--- src/rtl/fetch_stage.sv ---
// Instruction-fetch stage: PC, imem request handshake, IF/ID output register
// with one-entry skid buffer, branch redirect/squash and HLT-driven stop.
module fetch_stage #(
    parameter logic [15:0] RESET_PC   = 16'h0000,
    parameter logic [3:0]  HLT_OPCODE = 4'b1111
) (
    input  logic        clk,
    input  logic        rst_n,
    output logic        imem_req,
    output logic [15:0] imem_addr,
    input  logic        imem_ready,
    input  logic [15:0] imem_data,
    input  logic        stall,
    input  logic        redirect,
    input  logic [15:0] redirect_pc,
    output logic        if_valid,
    output logic [15:0] if_instr,
    output logic [15:0] if_pc,
    output logic [15:0] if_pc_plus2,
    output logic        halted
);

    localparam int unsigned XLEN = 16;
    localparam int unsigned OPW  = 4;

    typedef enum logic [1:0] {
        RUN  = 2'd0,
        WAIT = 2'd1,
        HALT = 2'd2
    } state_t;

    typedef struct packed {
        logic [XLEN-1:0] instr;
        logic [XLEN-1:0] pc;
    } entry_t;

    state_t          state;
    logic [XLEN-1:0] pc;
    logic            active;
    logic            squash;
    logic [XLEN-1:0] squash_addr;
    logic            skid_valid;
    entry_t          skid;

    logic            redirect_take;
    logic            resp_ok;
    logic            resp_hlt;
    logic            load_out;
    logic            consume_hlt;
    entry_t          resp;

    // A squashed request keeps its original address until memory answers it.
    assign imem_req  = active && !halted &&
                       (squash || (state == WAIT) || ((state == RUN) && !skid_valid));
    assign imem_addr = squash ? squash_addr : pc;

    always_comb begin
        redirect_take = redirect && !halted;
        resp_ok       = imem_req && imem_ready && !squash && !redirect_take;
        resp_hlt      = (imem_data[XLEN-1 -: OPW] == HLT_OPCODE);
        load_out      = !if_valid || !stall;
        consume_hlt   = if_valid && !stall && !redirect &&
                        (if_instr[XLEN-1 -: OPW] == HLT_OPCODE);
        resp.instr    = imem_data;
        resp.pc       = pc;
    end

    // State register, PC, skid buffer and IF/ID output register.
    always_ff @(posedge clk or negedge rst_n) begin
        if (!rst_n) begin
            state       <= RUN;
            pc          <= RESET_PC;
            active      <= 1'b0;
            squash      <= 1'b0;
            squash_addr <= '0;
            skid_valid  <= 1'b0;
            skid        <= '0;
            if_valid    <= 1'b0;
            if_instr    <= '0;
            if_pc       <= '0;
            if_pc_plus2 <= '0;
            halted      <= 1'b0;
        end else begin
            active <= 1'b1;
            if (consume_hlt) begin
                halted <= 1'b1;
            end

            if (redirect_take) begin
                pc          <= redirect_pc;
                state       <= RUN;
                if_valid    <= 1'b0;
                skid_valid  <= 1'b0;
                squash      <= imem_req && !imem_ready;
                squash_addr <= imem_addr;
            end else begin
                if (squash && imem_ready) begin
                    squash <= 1'b0;
                end

                case (state)
                    RUN: begin
                        if (resp_ok) begin
                            state <= resp_hlt ? HALT : RUN;
                        end else if (imem_req && !squash && !imem_ready) begin
                            state <= WAIT;
                        end
                    end
                    WAIT: begin
                        if (resp_ok) begin
                            state <= resp_hlt ? HALT : RUN;
                        end
                    end
                    HALT: state <= HALT;
                    default: state <= RUN;
                endcase

                // PC stops on the HLT so a later redirect is the only way forward.
                if (resp_ok && !resp_hlt) begin
                    pc <= pc + XLEN'(2);
                end

                if (load_out) begin
                    if (skid_valid) begin
                        if_valid    <= 1'b1;
                        if_instr    <= skid.instr;
                        if_pc       <= skid.pc;
                        if_pc_plus2 <= skid.pc + XLEN'(2);
                        skid_valid  <= resp_ok;
                        skid        <= resp;
                    end else if (resp_ok) begin
                        if_valid    <= 1'b1;
                        if_instr    <= resp.instr;
                        if_pc       <= resp.pc;
                        if_pc_plus2 <= resp.pc + XLEN'(2);
                    end else begin
                        if_valid    <= 1'b0;
                    end
                end else if (resp_ok) begin
                    skid_valid <= 1'b1;
                    skid       <= resp;
                end
            end
        end
    end

    // Issue is blocked while the skid is full, so a response can never overflow it.
    a_skid_overflow: assert property (@(posedge clk) disable iff (!rst_n)
        !(resp_ok && skid_valid && !load_out));

endmodule

--- config.mk ---
export PLATFORM = sky130hd
export DESIGN_NAME = fetch_stage
export DESIGN_NICKNAME = d
export VERILOG_FILES = /design/src/rtl/fetch_stage.sv
export SDC_FILE = /design/constraint.sdc
export NUM_CORES = 1
export LEC_CHECK = 0
export CAP_MARGIN = 40
export CORE_MARGIN = 2
export CORE_UTILIZATION = 23
export CTS_CLUSTER_SIZE = 24
export DETAILED_ROUTE_END_ITERATION = 8
export PLACE_DENSITY_LB_ADDON = 0.1
export SLEW_MARGIN = 20
export SYNTH_ARGS = -nofsm -noshare
export SYNTH_HDL_FRONTEND = slang
export SYNTH_SLANG_ARGS = --single-unit
export TNS_END_PERCENT = 10
--- constraint.sdc ---
create_clock -name clk -period 2.4 [get_ports clk]
set_input_delay 0.24 -clock clk [delete_from_list [all_inputs] [get_ports clk]]
set_output_delay 0.24 -clock clk [all_outputs]
set_load 0.01 [all_outputs]
==> flow_metrics.tcl <==
set metrics [dict create \
    status "completed" \
    syn_to_final_growth_pct 36.0 \
    clkSlewWorstSetupHoldPaths_ns 0.06 \
    drive_gt1_frac 0.173 \
    rsz0062_at_grt "no" \
    core_um2 25100 \
    slew_viol_final 0 \
    stdcell_count 1023 \
    clockRootBuffer "clkbuf_16" \
    grt_max_degree 53 \
    drtIter0Drc 277 \
    cts_buffers 17 \
    hold_path.class "in2async" \
    nets 719 \
    setup_tns_ns 0 \
    power.density_nw_per_um2 622 \
    seqCellArea_um2 2950 \
    port_buffers 103 \
    critPathCaptureType "output pin" \
    ir_drop_mv 0.369 \
    syn-mean-instance-area_um2 10.3 \
    timing.fmax_mhz 455 \
    wl_per_cell_um 16.5 \
    ys_warn_count 0 \
    syn-num-nets 609 \
    drv_cap 0 \
    place_congestion 0.817 \
    cp_slowest_cell "clkdlybuf4s50_1" \
    required_ns 2.16 \
    p_leak_nw 3.42 \
    fin_crit_sh 0.916 \
    diodes 0 \
    drtAntennaViolNets 0 \
    top_level_ports 104 \
    firstDrtPassIters 4 \
    cp_max_fo 7 \
    grt_pass1_wl_um 26900 \
    die_h_um 164 \
    cts.sinks 118 \
    finalPower_mw 4.96 \
    start_util 0.233 \
    syn_area_um2 5860 \
    dieArea_um2 26800 \
    hold_viol_final 0 \
    cts_tree "done" \
    syn_inst 570 \
    vias 4499 \
    insertion_delay_ns 0.42 \
    synth-main-ff-cell "dfrtp_1" \
    grt_pass1_vias 4695 \
    post-route-min-period_ns 2.20 \
    crit_arrival_ns 1.96 \
    routed_wirelength_um 16900 \
    fp.dieW_um 164 \
    ys_ff_latch 118 \
    synth_cell_type_count 48 \
    slew-limit-headroom 0.563 \
    multi_input_area_um2 2650 \
    crit_chain "inv_1 -> o21ai_0 -> clkdlybuf4s50_1" \
    setup_violations 0 \
    grt_usage 0.132 \
    antenna_found_initial 0 \
    clockBufferDepth 2 \
    hpwl_um 12000 \
    h-tree-depth 4 \
    slowest_delay_ns 0.60 \
    fillCellCount 2616 \
    final_util 0.318 \
    crit_type "reg2out" \
    synth_edf_count 0 \
    dp_cells 990 \
    async_reset_ff_frac 1.00 \
    synth_seq_area_share 0.504 \
    skew_ns 0.00887 \
    crit_path_start_kind "flop" \
    fp-row-count 58 \
    route.detailed.drc 0 \
    worstMarginPinSlew_ns 0.656 \
    overflow 0 \
    viasPerCell 4.40 \
    cts_setup_buffers 0 \
]
-- what timing repair did --
item                                   CTS  global route
endpoints found under the hold margin   32             0
hold buffers                             1             0
gates resized for setup                  0             0
-- cell families after synthesis --
kind of cell / Yosys count / synth area share
flip-flops: 118 / 0.504
AO/OA/AOI/OAI: 85 / 0.0856
XOR/XNOR: 37 / 0.0553
buffers and inverters: 54 / 0.0474
other: 1 / 0.000640
AND/OR/NAND/NOR: 184 / 0.140
adder cells (fa/ha/maj): 2 / 0.00427
multiplexers: 89 / 0.163
-- report_power, final --
group	leakage, nW	switching (mW)	internal, mW	total, mW
combinational	1.51	0.134	0.135	0.269
clock	0.296	0.927	1.74	2.67
sequential	1.61	0.0218	2.01	2.03
total	3.42	1.08	3.88	4.96
-- layer usage --
| metal | GRT usage | wire length [um] | up-vias |
|---|---|---|---|
| li1 | - | - | 2174 |
| met1 | 0.185 | 8530 | 2198 |
| met2 | 0.203 | 7630 | 120 |
| met3 | 0.0307 | 656 | 7 |
| met4 | 0.0379 | 94 | 0 |
| met5 | 0 | 0 | - |
-- sequential cells by signal, indices dropped and copies added, names as in the netlist --
| register | flops |
|---|---|
| skid_valid | 1 |
| if_pc_plus2 | 15 |
| state | 2 |
| squash_addr | 16 |
| skid | 32 |
| if_instr | 16 |
| if_valid | 1 |
| squash | 1 |
| active | 1 |
| halted | 1 |
| if_pc | 16 |
| pc | 16 |
-- synthesized netlist by cell type, types with 2 or more instances --
library cell / instances / area (um2)
and3_1: 3 / 18.8
o211a_1: 2 / 20.0
mux2_2: 47 / 529
o21ai_0: 53 / 265
nand4_1: 6 / 37.5
nand2_1: 120 / 450
nor4_2: 2 / 25.0
clkbuf_2: 4 / 20.0
mux2i_1: 38 / 380
a21o_1: 2 / 15.0
mux2_1: 4 / 45.0
xor2_1: 20 / 175
a2bb2oi_1: 2 / 17.5
nor4_1: 6 / 37.5
buf_1: 3 / 11.3
nand3_1: 18 / 90.1
ha_1: 2 / 25.0
a21oi_1: 9 / 45.0
xnor2_1: 17 / 149
buf_6: 4 / 45.0
dfrtp_1: 118 / 2950
inv_1: 10 / 37.5
nor2_1: 13 / 48.8
a211oi_1: 2 / 15.0
buf_2: 12 / 60.1
a31oi_1: 2 / 12.5
buf_4: 6 / 45.0
clkbuf_1: 14 / 52.6
nand3_2: 2 / 20.0
o21ai_1: 3 / 15.0
nor3_1: 7 / 35.0
nor2b_1: 3 / 18.8
-- critical path: cells and delay by family, from the launching register on --
| family | cells | cell delay (ns) |
|---|---|---|
| compound gates | 1 | 0.27 |
| flops | 1 | 0.52 |
| buf+inv | 2 | 0.76 |
-- cell usage in the layout, fill, tap and decap left out, types with 3 or more instances in the layout --
master and n:
mux2_2 47, and3_1 3, clkbuf_8 4, nand4_1 6
a21oi_1 9, inv_1 10, nor3_1 7, mux2i_1 38
clkdlybuf4s50_1 102, o21ai_0 53, bufinv_16 3, mux2_1 4
dfrtp_1 117, xnor2_1 17, clkbuf_16 17, buf_4 28
nand2_1 120, nor4_1 6, nand3_1 18, clkinv_2 3
clkbuf_1 3, xor2_1 20, buf_12 3, nor2_1 13
-- area by class of cell --
class                           instances  share of cell area
Clock buffer                           24              0.0617
Clock inverter                          8              0.0151
Inverter                               11             0.00549
Multi-Input combinational cell        398               0.332
Sequential cell                       118               0.370
Tap cell                              330              0.0518
Timing Repair Buffer                  134               0.163
-- per-stage QoR --
step	hold slack, ns	cell area (um2)	worst slack [ns]
3_3_place_gp	0.244	7350	0.220
5_1_grt	0.363	7970	0.0613
4_1_cts	0.336	7970	0.137
6_report	0.335	7970	0.201
3_5_place_dp	0.244	7350	0.191
2_1_floorplan	-0.0556	5860	0.532
-- worst paths after layout --
| check | start | endpoint | slack [ns] | cells after the start |
|---|---|---|---|---|
| setup / recovery | pc[11] | imem_addr[11] | 0.20 | 3 |
| hold / removal | rst_n | skid[19] | 0.34 | 2 |
| setup reg to reg | pc[1] | if_pc_plus2[7] | 0.28 | 7 |
| hold reg to reg | squash_addr[14] | squash_addr[14] | 0.47 | 2 |
| max in group asynchronous | rst_n | skid_valid | 1.39 | 3 |
| min in group clk | redirect_pc[0] | pc[0] | 0.36 | 3 |
Power figures use the tool's default switching activity.
